<file path="src/rtl/core_cluster_ctrl.sv">
`default_nettype none
// ============================================================================
// Module      : core_cluster_ctrl
// Description : Sequences the launch and completion of a cluster of cores.
//               Optional run-cycle timeout is enabled by CLUSTER_TIMEOUT_EN.
// Revision    : 1.0 - initial release
// ============================================================================
module core_cluster_ctrl #(
  parameter int NUM_CORES     = 4,
  parameter int CNT_WIDTH     = 16,
  parameter int TIMEOUT_CYCLS = 4000
) (
  input  logic                 clk,
  input  logic                 rst,
  input  logic                 host_start,
  input  logic [NUM_CORES-1:0] core_mask,
  input  logic [NUM_CORES-1:0] core_ready,
  input  logic [NUM_CORES-1:0] core_done,
  output logic [NUM_CORES-1:0] core_start,
  output logic                 busy,
  output logic                 cluster_done,
  output logic [NUM_CORES-1:0] done_mask,
  output logic [CNT_WIDTH-1:0] cycle_count,
  output logic                 timed_out
);

  typedef enum logic [2:0] {
    ST_IDLE     = 3'd0,
    ST_WAIT_RDY = 3'd1,
    ST_LAUNCH   = 3'd2,
    ST_RUN      = 3'd3,
    ST_DONE     = 3'd4
  } state_t;

  state_t               state_q, state_d;
  logic [NUM_CORES-1:0] mask_q, mask_d;
  logic [NUM_CORES-1:0] done_mask_q, done_mask_d;
  logic [CNT_WIDTH-1:0] cycle_count_q, cycle_count_d;
  logic                 timed_out_q, timed_out_d;

  logic [NUM_CORES-1:0] run_done;
  logic [CNT_WIDTH-1:0] count_inc;
  logic                 limit_hit;

  // Done bits of this cycle are folded in so completion is seen without delay.
  assign run_done  = done_mask_q | (core_done & mask_q);
  assign count_inc = (cycle_count_q == {CNT_WIDTH{1'b1}}) ? cycle_count_q
                                                          : cycle_count_q + CNT_WIDTH'(1);

`ifdef CLUSTER_TIMEOUT_EN
  assign limit_hit = (32'(count_inc) >= 32'(TIMEOUT_CYCLS));
`else
  logic unused_timeout;
  assign unused_timeout = ^TIMEOUT_CYCLS;
  assign limit_hit      = 1'b0;
`endif

  always_comb begin
    state_d       = state_q;
    mask_d        = mask_q;
    done_mask_d   = done_mask_q;
    cycle_count_d = cycle_count_q;
    timed_out_d   = timed_out_q;
    case (state_q)
      ST_IDLE: begin
        if (host_start) begin
          mask_d        = core_mask;
          done_mask_d   = '0;
          cycle_count_d = '0;
          timed_out_d   = 1'b0;
          state_d       = (core_mask == '0) ? ST_DONE : ST_WAIT_RDY;
        end
      end
      ST_WAIT_RDY: begin
        if ((core_ready & mask_q) == mask_q) state_d = ST_LAUNCH;
      end
      ST_LAUNCH: state_d = ST_RUN;
      ST_RUN: begin
        done_mask_d   = run_done;
        cycle_count_d = count_inc;
        // Completion wins over a timeout reached in the same cycle.
        if (run_done == mask_q) begin
          state_d = ST_DONE;
        end else if (limit_hit) begin
          state_d     = ST_DONE;
          timed_out_d = 1'b1;
        end
      end
      ST_DONE: state_d = ST_IDLE;
      default: state_d = ST_IDLE;
    endcase
  end

  always_ff @(posedge clk) begin
    if (rst) begin
      state_q       <= ST_IDLE;
      mask_q        <= '0;
      done_mask_q   <= '0;
      cycle_count_q <= '0;
      timed_out_q   <= 1'b0;
    end else begin
      state_q       <= state_d;
      mask_q        <= mask_d;
      done_mask_q   <= done_mask_d;
      cycle_count_q <= cycle_count_d;
      timed_out_q   <= timed_out_d;
    end
  end

  assign core_start   = (state_q == ST_LAUNCH) ? mask_q : '0;
  assign busy         = (state_q != ST_IDLE);
  assign cluster_done = (state_q == ST_DONE);
  assign done_mask    = done_mask_q;
  assign cycle_count  = cycle_count_q;
  assign timed_out    = timed_out_q;

endmodule
`default_nettype wire
</file>
<file path="config.mk">
export PLATFORM = sky130hd
export DESIGN_NAME = core_cluster_ctrl
export DESIGN_NICKNAME = d
export VERILOG_FILES = /design/src/rtl/core_cluster_ctrl.sv
export SDC_FILE = /design/constraint.sdc
export NUM_CORES = 1
export LEC_CHECK = 0
export CAP_MARGIN = 20
export CORE_ASPECT_RATIO = 1.4
export CORE_MARGIN = 4
export CORE_UTILIZATION = 25
export CTS_BUF_LIST = sky130_fd_sc_hd__clkbuf_16
export CTS_CLUSTER_SIZE = 24
export DETAILED_ROUTE_END_ITERATION = 10
export GPL_ROUTABILITY_DRIVEN = 0
export PLACE_DENSITY = 0.54
export SLEW_MARGIN = 20
export SYNTH_ARGS = -nofsm -noshare
export SYNTH_HDL_FRONTEND = slang
export SYNTH_SLANG_ARGS = --single-unit
export TNS_END_PERCENT = 1
</file>
<file path="constraint.sdc">
create_clock -name clk -period 2.98 [get_ports clk]
set_clock_uncertainty 0.15 [all_clocks]
set_input_delay 0.447 -clock clk [delete_from_list [all_inputs] [get_ports clk]]
set_output_delay 0.447 -clock clk [all_outputs]
set_load 0.05 [all_outputs]
</file>
==> results.py <==
metrics = {
    "logic_synthesis": {
        "yosys_warnings": 0,
        "synth_nets": 205,
        "ys_types": 45,
        "synth_seq_cells": 27,
        "async_flop_share": 0,
        "seq_area_frac_synth": 0.357,
        "netlist_instances": 189,
        "synth_area_per_cell_um2": 8.00,
        "ys.flop_type": "dfxtp_1",
        "syn_area_um2": 1510,
        "synth_edf_count": 0,
    },
    "floorplan": {
        "rows": 33,
        "initial_core_util": 0.258,
        "io_pins": 42,
        "core_um2": 5860,
        "die-area_um2": 7380,
        "chipWidth_um": 73.7,
        "die_y_um": 100,
    },
    "cts": {
        "cts_made_buffers": 3,
        "post_cts_buffers": 0,
        "cts.path.max_buffers": 2,
        "cts_tree": "yes",
        "htree_levels": 1,
        "insertion_delay_ns": 0.26,
        "clk_pin_slew_ns": 0.07,
        "postCtsHoldBufs": 0,
        "ctsResizeCount": 0,
        "clock_sinks": 27,
        "cts_root_buf": "clkbuf_16",
    },
    "global_route": {
        "overflow": 0,
        "grt_pass1_vias": 1553,
        "grt_usage": 0.125,
        "antenna_found_initial": 0,
        "grt_max_degree": 18,
        "grt_pass1_wl_um": 7350,
    },
    "worst_setup_path": {
        "max_stage_delay_ns": 0.80,
        "crit_type": "reg2out",
        "critPathMaxFanout": 11,
        "crit_chain": "nor2_1 > and3_1 > clkdlybuf4s50_1",
        "worstPathArrival_ns": 1.94,
        "slowest_stage": "clkdlybuf4s50_1",
        "end_kind": "output port",
        "worstPathRequired_ns": 2.38,
        "startpoint_type": "flip-flop",
    },
    "pwr": {
        "peakVddDrop_v": 0.000207,
        "p_int_uw": 615,
        "pwr-share-clk": 0.363,
        "cellPowerDensity_nw_per_um2": 409,
        "pwr-share-comb": 0.179,
        "p_seq_frac": 0.458,
        "leakage_uw": 0.000701,
        "netSwitchingFraction": 0.279,
        "p_sw_uw": 238,
    },
    "timing": {
        "hold_viol": 0,
        "setup_viol": 0,
        "fmax_mhz": 395,
        "setup_tns_ns": 0,
        "min_period_ns": 2.53,
        "period_share": 0.851,
        "slew_violations": 0,
        "grt_setup_unrepaired": "no",
        "worst_pin_slew_ns": 0.635,
        "max_slew_margin": 0.573,
    },
    "layout": {
        "fin_util": 0.356,
        "diodes": 0,
        "drive_above_1_share": 0.0478,
        "final_nets": 247,
        "layout_commonest_cell": "clkdlybuf4s50_1",
        "final_cell_mix": "40 x clkdlybuf4s50_1, 27 x dfxtp_1, 25 x nand2_1",
        "areaGrowthSynthToFinish_pct": 37.9,
        "stdcell_count": 300,
    },
    "placed_design": {
        "port_buffers": 40,
        "dp_hpwl_um": 3550,
        "place_inst": 296,
    },
    "routing": {
        "drtPass1Iterations": 4,
        "drcViolationCount": 0,
        "via_per_inst": 5.21,
        "vias": 1562,
        "wl_um": 4590,
        "wl_per_cell_um": 15.3,
        "drt_iter0_drc": 63,
        "ant_nets": 0,
    },
    "outcome": {
        "status": "finished clean",
    },
    "worst_hold_path": {
        "hp-class": "reg2reg",
    },
    "job": {
        "cap_violations": 0,
    },
}
routing by layer:
metal	wire length (um)	track usage	up-vias
li1	-	-	794
met1	1980	0.146	716
met2	2230	0.221	42
met3	272	0.0251	10
met4	98	0.0460	0
met5	0	0	-
worst max-delay path, delay by kind of cell (launching register included):
family,cells,cell delay [ns]
buffers and inverters,1,0.80
flip-flops,1,0.41
AND/OR/NAND/NOR,2,0.47
state kept, by name, summed over array words and instances (netlist names):
signal,flops
cycle_count,16
mask_q,4
done_mask,4
state_q,3
synth_stat cells, drive strengths merged (4+ instances only):
cell    instances  area share
nand2          25       0.062
o21ai           7       0.023
nand3           6       0.020
o31ai           4       0.020
a211oi          6       0.030
a2111o          4       0.030
nor2           12       0.030
clkbuf          6       0.015
or3             9       0.037
nor2b           4       0.017
inv             8       0.020
a31oi           5       0.021
dfxtp          27        0.36
nor3            4       0.013
a21oi          11       0.036
and3            6       0.025
mux2i           7       0.046
power by group through the flow:
stage	Sequential (uW)	Clock, uW	Combinational [uW]
2_1_floorplan	392	0	98.1
3_3_place_gp	399	0	154
3_5_place_dp	399	0	153
4_1_cts	391	319	154
5_1_grt	392	334	167
6_report	391	309	152
through the flow:
step	setup WS [ns]	power, uW	hold WS [ns]	cell area [um2]
after floorplan	0.664	490	0.308	1510
after global routing	0.365	892	0.385	2090
after global placement	0.298	553	0.326	2010
after detailed placement	0.277	552	0.336	2010
after CTS	0.439	864	0.346	2090
final	0.445	853	0.348	2090
logic make-up after synthesis:
family,synth area share
fa+ha+maj,0.00827
flops,0.357
simple gates,0.303
other cells,0.00248
compound gates,0.237
buf+inv,0.0463
mux,0.0463
area by class of cell:
type,instances,area [um2]
clock buffers,3,75.1
fillers,629,3780
well taps,70,87.6
clock inverters,1,5.00
multi-input cells,145,902
flip-flops and latches,27,541
inverters,8,30.0
repair buffers,46,445
final timing paths:
path,from,to,slack [ns],cells past startpoint
max,state_q[0],core_start[3],0.45,3
min,mask_q[3],mask_q[3],0.35,2
max reg2reg,state_q[1],cycle_count[12],0.69,4
min reg2reg,mask_q[3],mask_q[3],0.35,2
Power figures use the tool's default switching activity.
